## config.mk

```make
export PLATFORM = sky130hd
export DESIGN_NAME = eth_tx_arbiter
export DESIGN_NICKNAME = d
export VERILOG_FILES = /design/src/rtl/eth_pkg.sv /design/src/rtl/axis_skid_slice.sv /design/src/rtl/eth_tx_arbiter.sv
export SDC_FILE = /design/constraint.sdc
export NUM_CORES = 1
export LEC_CHECK = 0
export BUFFER_PORTS_ARGS = -buffer_cell sky130_fd_sc_hd__buf_2
export CAP_MARGIN = 15
export CORE_UTILIZATION = 45
export CTS_BUF_LIST = sky130_fd_sc_hd__clkbuf_8
export CTS_CLUSTER_DIAMETER = 60
export DETAILED_ROUTE_END_ITERATION = 10
export PLACE_DENSITY = 0.75
export SYNTH_ARGS = -nofsm -noshare
export SYNTH_HDL_FRONTEND = slang
export SYNTH_HIERARCHICAL = 1
export SYNTH_SLANG_ARGS = --single-unit
```

## constraint.sdc

```tcl
create_clock -name eth_clk -period 4.2 [get_ports eth_clk]
set_input_delay 0.21 -clock eth_clk [delete_from_list [all_inputs] [get_ports eth_clk]]
set_output_delay 0.21 -clock eth_clk [all_outputs]
set_load 0.02 [all_outputs]
```

## src/rtl/eth_pkg.sv

```systemverilog
// Shared Ethernet datapath constants and the TX arbiter state encoding.
package eth_pkg;
    localparam int ETH_DATA_WIDTH = 64;
    localparam int ETH_KEEP_WIDTH = ETH_DATA_WIDTH / 8;

    typedef enum logic [1:0] {
        ARB_IDLE,
        ARB_XFER,
        ARB_GAP
    } eth_arb_state_t;
endpackage

```

## src/rtl/axis_skid_slice.sv

```systemverilog
// Two-entry AXI-stream register slice: registered output, registered input ready,
// one beat per cycle sustained, payload (data/keep/last/user) passed unmodified.
module axis_skid_slice
    import eth_pkg::*;
#(
    parameter int DATA_WIDTH = ETH_DATA_WIDTH,
    parameter int KEEP_WIDTH = ETH_KEEP_WIDTH
) (
    input  logic                  clk,
    input  logic                  rst,
    input  logic                  s_tvalid,
    input  logic [DATA_WIDTH-1:0] s_tdata,
    input  logic [KEEP_WIDTH-1:0] s_tkeep,
    input  logic                  s_tlast,
    input  logic                  s_tuser,
    output logic                  s_tready,
    output logic                  m_tvalid,
    output logic [DATA_WIDTH-1:0] m_tdata,
    output logic [KEEP_WIDTH-1:0] m_tkeep,
    output logic                  m_tlast,
    output logic                  m_tuser,
    input  logic                  m_tready
);
    // Handshake: a beat moves on a clock edge where valid && ready; valid never
    // waits on ready, and once raised it holds with a stable payload until taken.
    localparam int PW = DATA_WIDTH + KEEP_WIDTH + 2;

    logic [PW-1:0] main_q;
    logic [PW-1:0] skid_q;
    logic          main_vld;
    logic          skid_vld;
    logic          s_push;
    logic [PW-1:0] s_word;

    assign s_tready = !skid_vld;
    assign s_push   = s_tvalid && s_tready;
    assign s_word   = {s_tuser, s_tlast, s_tkeep, s_tdata};

    // The skid entry only fills while the output register is stalled.
    always_ff @(posedge clk or posedge rst) begin
        if (rst) begin
            main_q   <= '0;
            skid_q   <= '0;
            main_vld <= 1'b0;
            skid_vld <= 1'b0;
        end else if (m_tready || !main_vld) begin
            if (skid_vld) begin
                main_q   <= skid_q;
                main_vld <= 1'b1;
                skid_vld <= 1'b0;
            end else begin
                main_vld <= s_push;
                if (s_push) begin
                    main_q <= s_word;
                end
            end
        end else if (s_push) begin
            skid_q   <= s_word;
            skid_vld <= 1'b1;
        end
    end

    assign m_tvalid = main_vld;
    assign {m_tuser, m_tlast, m_tkeep, m_tdata} = main_q;
endmodule

```

## src/rtl/eth_tx_arbiter.sv

```systemverilog
// Frame-atomic round-robin arbiter sharing one Ethernet TX AXI-stream among
// NUM_SRC sources, with optional inter-frame gap and a registered output slice.
module eth_tx_arbiter
    import eth_pkg::*;
#(
    parameter int  NUM_SRC    = 2,
    parameter int  DATA_WIDTH = ETH_DATA_WIDTH,
    parameter int  GAP_CYCLES = 0,
    localparam int KEEP_WIDTH = DATA_WIDTH / 8,
    localparam int GRANT_W    = (NUM_SRC > 1) ? $clog2(NUM_SRC) : 1
) (
    input  logic                          eth_clk,
    input  logic                          sys_rst,
    input  logic [NUM_SRC-1:0]            src_tvalid,
    input  logic [NUM_SRC*DATA_WIDTH-1:0] src_tdata,
    input  logic [NUM_SRC*KEEP_WIDTH-1:0] src_tkeep,
    input  logic [NUM_SRC-1:0]            src_tlast,
    input  logic [NUM_SRC-1:0]            src_tuser,
    output logic [NUM_SRC-1:0]            src_tready,
    output logic                          eth_tx_tvalid,
    output logic [DATA_WIDTH-1:0]         eth_tx_tdata,
    output logic [KEEP_WIDTH-1:0]         eth_tx_tkeep,
    output logic                          eth_tx_tlast,
    output logic                          eth_tx_tuser,
    input  logic                          eth_tx_tready,
    output logic [GRANT_W-1:0]            grant_id,
    output logic [31:0]                   frame_cnt,
    output eth_arb_state_t                arb_state
);
    localparam logic [7:0] GAP_LOAD = (GAP_CYCLES > 0) ? 8'(GAP_CYCLES - 1) : 8'd0;

    // First requesting index at or after ptr, wrapping modulo NUM_SRC.
    function automatic logic [GRANT_W-1:0] rr_pick(input logic [NUM_SRC-1:0] req,
                                                   input logic [GRANT_W-1:0] ptr);
        logic found;
        int   idx;
        rr_pick = '0;
        found   = 1'b0;
        for (int i = 0; i < NUM_SRC; i++) begin
            idx = (int'(ptr) + i) % NUM_SRC;
            if (!found && req[idx]) begin
                rr_pick = GRANT_W'(idx);
                found   = 1'b1;
            end
        end
    endfunction

    eth_arb_state_t     state_q;
    eth_arb_state_t     state_d;
    logic [GRANT_W-1:0] rr_ptr;
    logic [GRANT_W-1:0] pick;
    logic [7:0]         gap_cnt;
    logic               slice_in_valid;
    logic               slice_in_ready;
    logic               beat_acc;
    logic               sel_last;

    assign pick      = rr_pick(src_tvalid, rr_ptr);
    assign sel_last  = src_tlast[grant_id];
    assign arb_state = state_q;

    always_comb begin
        state_d        = state_q;
        src_tready     = '0;
        slice_in_valid = 1'b0;
        beat_acc       = 1'b0;
        case (state_q)
            ARB_IDLE: begin
                if (|src_tvalid) begin
                    state_d = ARB_XFER;
                end
            end
            ARB_XFER: begin
                src_tready[grant_id] = slice_in_ready;
                slice_in_valid       = src_tvalid[grant_id];
                beat_acc             = slice_in_valid && slice_in_ready;
                if (beat_acc && sel_last) begin
                    state_d = (GAP_CYCLES > 0) ? ARB_GAP : ARB_IDLE;
                end
            end
            ARB_GAP: begin
                if (gap_cnt == 8'd0) begin
                    state_d = ARB_IDLE;
                end
            end
            default: state_d = ARB_IDLE;
        endcase
    end

    always_ff @(posedge eth_clk or posedge sys_rst) begin
        if (sys_rst) begin
            state_q   <= ARB_IDLE;
            rr_ptr    <= '0;
            grant_id  <= '0;
            gap_cnt   <= 8'd0;
            frame_cnt <= 32'd0;
        end else begin
            state_q <= state_d;
            if (state_q == ARB_IDLE && |src_tvalid) begin
                grant_id <= pick;
                rr_ptr   <= GRANT_W'((int'(pick) + 1) % NUM_SRC);
            end
            // Gap is timed from the input-side tlast, not from the MAC handshake.
            if (beat_acc && sel_last) begin
                gap_cnt <= GAP_LOAD;
            end else if (state_q == ARB_GAP && gap_cnt != 8'd0) begin
                gap_cnt <= gap_cnt - 8'd1;
            end
            if (eth_tx_tvalid && eth_tx_tready && eth_tx_tlast) begin
                frame_cnt <= frame_cnt + 32'd1;
            end
        end
    end

    axis_skid_slice #(
        .DATA_WIDTH(DATA_WIDTH),
        .KEEP_WIDTH(KEEP_WIDTH)
    ) u_slice (
        .clk     (eth_clk),
        .rst     (sys_rst),
        .s_tvalid(slice_in_valid),
        .s_tdata (src_tdata[int'(grant_id)*DATA_WIDTH +: DATA_WIDTH]),
        .s_tkeep (src_tkeep[int'(grant_id)*KEEP_WIDTH +: KEEP_WIDTH]),
        .s_tlast (sel_last),
        .s_tuser (src_tuser[grant_id]),
        .s_tready(slice_in_ready),
        .m_tvalid(eth_tx_tvalid),
        .m_tdata (eth_tx_tdata),
        .m_tkeep (eth_tx_tkeep),
        .m_tlast (eth_tx_tlast),
        .m_tuser (eth_tx_tuser),
        .m_tready(eth_tx_tready)
    );
endmodule

```

==> impl_metrics.ini, run 1 <==
[floorplan]
initial_utilization = 0.4604
die_y_um = 145.9
rows = 52
ios = 265
die_x_um = 145.9
dieArea_um2 = 21280
coreArea_um2 = 20230

[worst_setup_path]
path_class = flip-flop to flip-flop
cp.required_ns = 4.54
crit_family = flip-flops
ff2ff_setup_slack_ns = 1.59
end_kind = flip-flop
crit_arrival_ns = 2.95
crit_path_start_kind = flip-flop
ff2ff_path_depth = 3
r2r-end = u_slice/main_q[70]
crit_fanout = 54
rr_startpoint = u_slice/skid_vld
critPathMaxStageDelay_ns = 0.87
crit_chain = o21a_4 > buf_4 > mux2_2
cpMaxStageDelayCell = dfrtp_4
cp.buffers_inverters = 1

[grt]
groute.usage.overall = 0.1821
grt_pass1_wl_um = 30520
overflow = 0
antenna_found_initial = 0
grt_pass1_vias = 5832
grt_start_max_net_pins = 79

[sta]
maxSlewHeadroom = 0.3476
timing.fmax_ghz = 0.3825
finalSetupViolations = 0
fin_crit_sh = 0.6225
drv_slew = 0
final.setup_skew_ns = 0.01294
post-route-min-period_ns = 2.614
final-hold-violation-count = 0
tns_ns = 0
worst_slew_pin_slew_ns = 0.9786
rsz0062_at_grt = no

[final_layout]
nNetsFinal = 1045
num-fill-cells = 1638
synthToLayoutAreaGrowth_pct = 20.20
num_antenna_cells = 0
finalInstanceArea_um2 = 11200
drive_above_1_share = 0.5808

[yosys]
syn_inst = 633
seq_area_frac_synth = 0.4969
ys_ff_latch = 185
yosys_warnings = 6
syn_avg_cell_area_um2 = 14.72
netlist_area_um2 = 9316
ys_types = 34
synth_fp_nets = 787

[place]
globalplace.congestion = 0.7695
dpl_cell_area_um2 = 10800
post-dp-hpwl_um = 13120
placement.io_buffers = 263

[clock_tree]
cts_max_level = 4
clk_pin_slew_ns = 0.10
tritoncts = done
post-cts-setup-buffers = 0
worstSkewPairLatency_ns = 0.45
cts_made_buffers = 17
cts_buffer_depth = 2
cts-resized-gates = 0
cts-root-buf = clkbuf_8
cts.sinks = 185

[outcome]
status = complete, no violations

[power_and_ir_drop]
p_per_area_nw_per_um2 = 714.1
ir_drop_uv = 441.5
power.leakage_uw = 0.005316

[routing]
avgRoutedWirePerCell_um = 16.00
post-route-drc-count = 0
vias = 5812
ant_nets = 0
drtPass1Iterations = 4
drt-total-wl_um = 18780
vias_per_cell = 4.951
drtIter0Drc = 142

[run]
cap_violations = 0

[worst_hold_path]
holdPathEnd = grant_id
hp-start = src_tvalid[0]
hold_path.class = input port to flip-flop
holdPathStages = 4
==> sequential cells by signal (all words and copies together), names as in the netlist <==
register,cells
u_slice/skid_q,74
grant_id,1
u_slice/skid_vld,1
arb_state,1
rr_ptr,1
frame_cnt,32
u_slice/main_q,74
u_slice/m_tvalid,1
==> kinds of logic (layout without fill, tap and decap cells) <==
family / Yosys count / count (layout) / synth area share
multiplexers: 298 / 298 / 0.3907
flip-flops: 185 / 185 / 0.4969
AND/OR/NAND/NOR: 69 / 69 / 0.04486
buffers and inverters: 42 / 313 / 0.03290
XOR/XNOR: 31 / 31 / 0.02914
AO/OA/AOI/OAI: 6 / 6 / 0.003760
adder cells (fa/ha/maj): 1 / 1 / 0.001343
other: 1 / 1 / 0.0004025
==> cell usage in the layout, fill, tap and decap left out, types with 3 or more instances in the layout <==
master,n
a21oi_1,3
and3_1,3
buf_2,263
buf_4,8
clkbuf_8,18
clkinv_2,3
clkinvlp_4,3
dfrtp_1,183
inv_1,6
inv_6,5
mux2_1,88
mux2_2,133
mux2_4,76
nand2_1,9
nand3_1,18
nand4_1,10
nor2_1,12
nor3_1,3
xnor2_1,26
xor2_1,5
==> per-layer routing <==
layer,vias up,wire (um),track usage
met1,2855,8748,0.2426
li1,2781,-,-
met5,-,0,0
met2,167,8950,0.2971
met4,0,180,0.04842
met3,9,902,0.04389
==> cell type report <==
| cell class | count | area [um2] | share of cell area |
|---|---|---|---|
| Sequential cell | 185 | 4637 | 0.4141 |
| Multi-Input combinational cell | 406 | 4394 | 0.3924 |
| Timing Repair Buffer | 274 | 1416 | 0.1265 |
| Tap cell | 270 | 337.8 | 0.03017 |
| Clock buffer | 18 | 247.7 | 0.02212 |
| Clock inverter | 14 | 135.1 | 0.01207 |
| Inverter | 7 | 30.03 | 0.002682 |
==> worst register-to-register path, stage by stage (launching register included) <==
cell and delay, ns:
dfrtp_4 0.87, o21a_4 0.85, buf_4 0.44, mux2_2 0.36
==> cells in the mapped netlist <==
library cell / instances / area share
a21oi_1: 3 / 0.0016
a31oi_1: 2 / 0.0013
and2_1: 2 / 0.0013
and3_1: 3 / 0.0020
and3_2: 1 / 0.00081
and4_1: 2 / 0.0019
buf_1: 5 / 0.0020
buf_2: 8 / 0.0043
buf_4: 5 / 0.0040
buf_6: 16 / 0.019
clkbuf_1: 1 / 0.00040
conb_1: 1 / 0.00040
dfrtp_1: 185 / 0.50
ha_1: 1 / 0.0013
inv_1: 7 / 0.0028
mux2_1: 88 / 0.11
mux2_2: 133 / 0.16
mux2_4: 76 / 0.12
mux2i_1: 1 / 0.0011
nand2_1: 9 / 0.0036
nand2b_4: 1 / 0.0015
nand3_1: 18 / 0.0097
nand3_2: 2 / 0.0021
nand3b_1: 1 / 0.00081
nand4_1: 10 / 0.0067
nor2_1: 12 / 0.0048
nor3_1: 3 / 0.0016
nor3b_2: 1 / 0.0013
nor4_1: 1 / 0.00067
nor4_2: 1 / 0.0013
nor4_4: 2 / 0.0046
o21a_1: 1 / 0.00081
xnor2_1: 26 / 0.024
xor2_1: 5 / 0.0047
==> power by group <==
part | total, uW | switching [uW] | leakage (uW) | internal, uW
registers | 3070 | 486 | 0.00224 | 2580
clock network | 1170 | 668 | 0.000194 | 501
logic | 3760 | 1730 | 0.00288 | 2030
total | 8000 | 2890 | 0.00532 | 5110
==> through the flow <==
stage | hold slack, ns | std cells | total power, uW | util | setup slack (ns)
floorplan | 0.3172 | 633 | 5998 | - | 2.101
global placement | 0.3520 | 1140 | 6811 | 0.5335 | 1.576
detailed placement | 0.3678 | 1140 | 6932 | 0.5335 | 1.562
CTS | 0.03462 | 1174 | 8127 | 0.5534 | 1.556
global route | 0.04741 | 1174 | 8505 | 0.5534 | 1.478
finish | 0.08434 | 1174 | 7996 | 0.5534 | 1.586
==> worst max-delay path by stage <==
| stage | end | depth (start not counted) | slack [ns] | from |
|---|---|---|---|---|
| 2_1_floorplan | u_slice/m_tvalid | 1 | 2.10 | sys_rst |
| 3_3_place_gp | u_slice/main_q[70] | 3 | 1.58 | u_slice/skid_vld |
| 3_5_place_dp | u_slice/main_q[70] | 3 | 1.56 | u_slice/skid_vld |
| 4_1_cts | u_slice/main_q[70] | 3 | 1.56 | u_slice/skid_vld |
| 5_1_grt | u_slice/main_q[34] | 3 | 1.48 | u_slice/skid_vld |
| 6_report | u_slice/main_q[70] | 3 | 1.59 | u_slice/skid_vld |
==> repair_timing <==
item | in CTS | in global routing
hold buffers | 2 | 0
hold endpoints to repair | 44 | 0
endpoints found under the setup margin | 0 | 0
No activity file was read; power rests on OpenSTA's default activity.
==> inputs of run 2 (changes only) <==
--- a/config.mk
+++ b/config.mk
@@ -5,6 +5,7 @@
 export SDC_FILE = /design/constraint.sdc
 export NUM_CORES = 1
 export LEC_CHECK = 0
+export ABC_AREA = 1
 export BUFFER_PORTS_ARGS = -buffer_cell sky130_fd_sc_hd__buf_2
 export CAP_MARGIN = 15
 export CORE_UTILIZATION = 45
==> constraint.sdc (replaced) <==
create_clock -name eth_clk -period 2.1 [get_ports eth_clk]
set_input_delay 0.105 -clock eth_clk [delete_from_list [all_inputs] [get_ports eth_clk]]
set_output_delay 0.105 -clock eth_clk [all_outputs]
set_load 0.02 [all_outputs]
==> impl_metrics.ini, run 2 <==
[outcome]
status = complete, no violations

[final_layout]
synthToLayoutAreaGrowth_pct = 25.70
reg_top3 = u_slice/main_q: 74 flops, u_slice/skid_q: 74 flops, frame_cnt: 32 flops
post-route-util = 0.5745
multi_input_area_um2 = 4478
finalInstanceArea_um2 = 12040
nNetsFinal = 1806
final_cell_mix = nand2_1, buf_2, dfrtp_1, nand3_1, dlygate4sd3_1
drive_above_1_share = 0.2169
regArea_um2 = 4632
final_common_cell = nand2_1
final-instance-count-excl-fill = 1940
num-fill-cells = 1991

[floorplan]
dieArea_um2 = 21870
die_x_um = 147.9
coreArea_um2 = 20960
initial_utilization = 0.4570
die_y_um = 147.9
rows = 53
ios = 265

[place]
placement.io_buffers = 263
dp_cells = 1859
post-dp-hpwl_um = 18190
dpl_cell_area_um2 = 11210
globalplace.congestion = 0.8808

[sta]
final-hold-violation-count = 0
fin_crit_sh = 0.8908
timing.fmax_ghz = 0.5346
worst_slew_pin_slew_ns = 0.7963
post-route-min-period_ns = 1.871
final.setup_skew_ns = 0.01358
tns_ns = 0
drv_slew = 0
rsz0062_at_grt = no
finalSetupViolations = 0
maxSlewHeadroom = 0.4680

[routing]
drtIter0Drc = 597
avgRoutedWirePerCell_um = 13.98
ant_nets = 0
vias_per_cell = 4.955
drtPass1Iterations = 6
vias = 9612
post-route-drc-count = 0
drt-total-wl_um = 27120

[yosys]
synth-simple-area-share = 0.4398
synth_area_leader_cell = dfrtp_1
ys_ff_latch = 185
synth_common_cells = nand2_1, dfrtp_1, nand3_1
yosys_warnings = 6
ys_types = 31
netlist.area_leader.share = 0.4834
synth_compound_area_frac = 0.003528
synthMuxAreaShare = 0
syn_avg_cell_area_um2 = 7.011
synth_fa_ha_area_frac = 0.001307
seq_area_frac_synth = 0.4834
synth_edf_count = 0
netlist_area_um2 = 9577
ys.flop_type = dfrtp_1
yosys.area_share.xor_xnor = 0.01999
async_flop_share = 1.000
synth_top_family_by_area = simple AND/OR/NAND/NOR gates
synth_fp_nets = 1520
syn_inst = 1366
synth_most_common_cell = nand2_1
ys_top_cells_by_area = dfrtp_1, nand2_1, nand3_1

[worst_setup_path]
crit_chain = buf_4 > nand2_1 > nand2_1 > dlygate4sd3_1 > nand3_1 > nand2_1
path_depth = 6
ff2ff_path_depth = 6
cpMaxStageDelayCell = dlygate4sd3_1
ff2ff_setup_slack_ns = 0.23
crit_family = buffers and inverters
crit_fanout = 53
cp.buffers_inverters = 2
rr_startpoint = grant_id
end_kind = flip-flop
cpMostUsedCell = nand2_1
path_class = flip-flop to flip-flop
crit_arrival_ns = 2.26
critPathMaxStageDelay_ns = 0.56
crit_path_start_kind = flip-flop
cp.required_ns = 2.49
r2r-end = u_slice/skid_q[36]

[grt]
top_usage_layer = met2
use_met1 = 0.3237
met2_usage = 0.4363
groute.usage.overall = 0.2559
grt_start_max_net_pins = 77
overflow = 0
grt_pass1_vias = 9012
antenna_found_initial = 1
use_met3 = 0.05123
grt_pass1_wl_um = 44390

[power_and_ir_drop]
combPwrFrac = 0.504
p_per_area_nw_per_um2 = 1327
ir_drop_uv = 756.4
p_clk_frac = 0.135
p_int_uw = 8414
switching_share = 0.4733
power.total_uw = 15980
power.leakage_uw = 0.007133
seq_power_share = 0.361
p_switching_uw = 7562

[clock_tree]
clk_pin_slew_ns = 0.10
cts.sinks = 185
cts_buffer_depth = 2
ctsHoldBuffers = 49
cts_made_buffers = 17
cts_max_level = 4
cts-resized-gates = 0
cts-root-buf = clkbuf_8
post-cts-setup-buffers = 0
tritoncts = done
worstSkewPairLatency_ns = 0.46

[worst_hold_path]
holdPathStages = 5
hp-start = src_tdata[26]
hold_path.class = input port to flip-flop
holdPathEnd = u_slice/skid_q[26]

[run]
cap_violations = 0
-- run 2: how the worst max path moves through the flow --
stage	to	from	slack [ns]
2_1_floorplan	u_slice/m_tvalid	sys_rst	0.11
3_3_place_gp	u_slice/main_q[2]	grant_id	0.48
3_5_place_dp	u_slice/skid_q[44]	grant_id	0.45
4_1_cts	src_tready[1]	u_slice/skid_vld	0.24
5_1_grt	u_slice/skid_q[68]	grant_id	0.06
6_report	u_slice/skid_q[36]	grant_id	0.23
-- run 2: power groups by stage --
stage	registers (uW)	logic [uW]	clock network [uW]
2_1_floorplan	6510	4590	0
3_3_place_gp	5780	7630	0
3_5_place_dp	5790	7820	0
4_1_cts	5760	8090	2200
5_1_grt	5920	9030	2350
6_report	5770	8060	2150
-- run 2: metrics by stage --
step	hold WS, ns	setup slack (ns)
finish	0.02366	0.2294
global route	0.005046	0.06481
CTS	0.0008575	0.2408
detailed placement	0.2302	0.4481
global placement	0.2066	0.4809
floorplan	0.2593	0.1060
-- run 2: layer usage --
metal | wire, um | vias to the layer above | share of wire
li1 | - | 4719 | -
met1 | 11510 | 4542 | 0.42
met2 | 13560 | 319 | 0.50
met3 | 1505 | 32 | 0.055
met4 | 541 | 0 | 0.020
met5 | 0 | - | 0
-- run 2: worst min-delay path, stage by stage --
cell     delay (ns)
buf_2          0.07
nand2_1        0.04
nand2_1        0.08
nand3_1        0.08
nand2_1        0.06
-- run 2: cell families after synthesis --
family / count (synthesis)
buffers and inverters: 109
AO/OA/AOI/OAI: 6
adder cells (fa/ha/maj): 1
XOR/XNOR: 21
AND/OR/NAND/NOR: 1043
other: 1
flip-flops: 185
-- run 2: final cells by class --
cell class / count / share of cell area
flip-flops and latches: 185 / 0.3848
multi-input cells: 1072 / 0.3720
repair buffers: 340 / 0.1748
well taps: 275 / 0.02858
clock buffers: 19 / 0.02172
inverters: 36 / 0.01154
clock inverters: 12 / 0.006340
diodes: 1 / 0.0002079
==> inputs of run 3 (changes only) <==
--- a/config.mk
+++ b/config.mk
@@ -13,7 +13,9 @@
 export CTS_CLUSTER_DIAMETER = 60
 export DETAILED_ROUTE_END_ITERATION = 10
 export PLACE_DENSITY = 0.75
+export RECOVER_POWER = 25
 export SYNTH_ARGS = -nofsm -noshare
 export SYNTH_HDL_FRONTEND = slang
 export SYNTH_HIERARCHICAL = 1
 export SYNTH_SLANG_ARGS = --single-unit
+export TNS_END_PERCENT = 50
==> impl_metrics.ini, run 3 (synthesized netlist as in run 2, its figures left out) <==
[outcome]
status = finished with violations
violations = capacitance limit, slew limit

[final_layout]
final_common_cell = nand2_1
synthToLayoutAreaGrowth_pct = 25.23
final_cell_mix = nand2_1, buf_2, dfrtp_1, nand3_1, dlygate4sd3_1
num-fill-cells = 2002
drive_above_1_share = 0.2139
regArea_um2 = 4632
multi_input_area_um2 = 4473
reg_top3 = u_slice/main_q: 74 flops, u_slice/skid_q: 74 flops, frame_cnt: 32 flops
nNetsFinal = 1806

[floorplan]
die_y_um = 147.9
coreArea_um2 = 20960
die_x_um = 147.9
initial_utilization = 0.4570
ios = 265
rows = 53
dieArea_um2 = 21870

[grt]
antenna_found_initial = 1
grt_start_max_net_pins = 77
groute.usage.overall = 0.2559
overflow = 0
grt_pass1_vias = 9012
grt_pass1_wl_um = 44390

[clock_tree]
post-cts-setup-buffers = 0
cts_buffer_depth = 2
cts_made_buffers = 17
cts.sinks = 185
tritoncts = done
cts_max_level = 4
cts-root-buf = clkbuf_8
worstSkewPairLatency_ns = 0.46
clk_pin_slew_ns = 0.10
cts-resized-gates = 0
ctsHoldBuffers = 49

[worst_setup_path]
critPathMaxStageDelay_ns = 0.56
crit_family = buffers and inverters
cpMaxStageDelayCell = dlygate4sd3_1
crit_path_start_kind = flip-flop
end_kind = flip-flop
cp.required_ns = 2.49
cp.buffers_inverters = 2
crit_fanout = 53
path_depth = 6
crit_arrival_ns = 2.26
ff2ff_path_depth = 6
crit_chain = buf_4 > nand2_1 > nand2_1 > dlygate4sd3_1 > nand3_1 > nand2_1
path_class = flip-flop to flip-flop
cpMostUsedCell = nand2_1

[sta]
drv_slew = 29
final-hold-violation-count = 0
worst_slew_pin_slew_ns = 1.533
fin_crit_sh = 0.8903
maxSlewHeadroom = -0.02734
rsz0062_at_grt = no
final.setup_skew_ns = 0.01350
timing.fmax_ghz = 0.5349
fin_hold_ws_ns = 0.02117
finalSetupViolations = 0
tns_ns = 0
setup_slack_ns = 0.2304
post-route-min-period_ns = 1.870

[routing]
vias_per_cell = 4.956
drt-total-wl_um = 27150
avgRoutedWirePerCell_um = 13.99
drtPass1Iterations = 5
drtIter0Drc = 635
post-route-drc-count = 0
ant_nets = 0
vias = 9615

[power_and_ir_drop]
switching_share = 0.4739
p_per_area_nw_per_um2 = 1331
combPwrFrac = 0.504
p_clk_frac = 0.135
power.leakage_uw = 0.007109
ir_drop_uv = 754.6
p_int_uw = 8400
power.total_uw = 15960
p_switching_uw = 7565
seq_power_share = 0.361

[worst_hold_path]
hold_path.class = input port to flip-flop
holdPathStages = 5

[place]
post-place-ws_ns = 0.4481
placement.io_buffers = 263
post-dp-hpwl_um = 18190
globalplace.congestion = 0.8808

[run]
cap_violations = 1
[run 3: cell count changes in the layout (fill, tap and decap cells not counted), moves of 2 or more]
cell,previous run,this run
buf_4,21,18
buf_12,7,5
clkbuf_1,0,4
clkbuf_4,0,2
[run 3: worst reg2reg max path, delay by kind of cell, from the launching register on]
family | cells | cell delay (ns)
buffers and inverters | 2 | 1.00
AND/OR/NAND/NOR | 4 | 0.40
flip-flops | 1 | 0.40
[run 3: final cells by class]
| class | instances | share of cell area |
|---|---|---|
| Multi-Input combinational cell | 1072 | 0.3730 |
| Sequential cell | 185 | 0.3862 |
| Inverter | 36 | 0.01137 |
| Timing Repair Buffer | 340 | 0.1724 |
| Clock buffer | 19 | 0.02180 |
| Tap cell | 275 | 0.02869 |
| Antenna cell | 1 | 0.0002087 |
| Clock inverter | 12 | 0.006364 |
[run 3: metal layers]
metal	up-vias	global-route usage	wire length, um
li1	4716	-	-
met3	37	0.05123	1664
met4	0	0.08711	582
met2	339	0.4363	13410
met1	4523	0.3237	11490
met5	-	0	0
[run 3: through the flow]
stage | instance area [um2] | util | std cells
after floorplan | 9580 | - | 1366
after global placement | 11210 | 0.5348 | 1859
after detailed placement | 11210 | 0.5348 | 1859
after CTS | 12040 | 0.5743 | 1939
after global routing | 11990 | 0.5723 | 1940
final | 11990 | 0.5723 | 1940
[run 3: power groups by stage]
stage               Combinational, uW  Clock, uW  Sequential, uW
finish                           8050       2150            5770
global route                     9010       2350            5920
detailed placement               7820          0            5790
global placement                 7630          0            5780
CTS                              8090       2200            5760
floorplan                        4590          0            6510
[run 3: worst paths after layout]
check,slack (ns),from,to
setup / recovery,0.23,grant_id,u_slice/skid_q[36]
hold / removal,0.02,src_tdata[26],u_slice/skid_q[26]
setup reg to reg,0.23,grant_id,u_slice/skid_q[36]
hold reg to reg,0.47,u_slice/skid_q[28],u_slice/skid_q[28]
max in group asynchronous,0.34,sys_rst,u_slice/skid_q[36]
min in group asynchronous,0.28,sys_rst,frame_cnt[20]
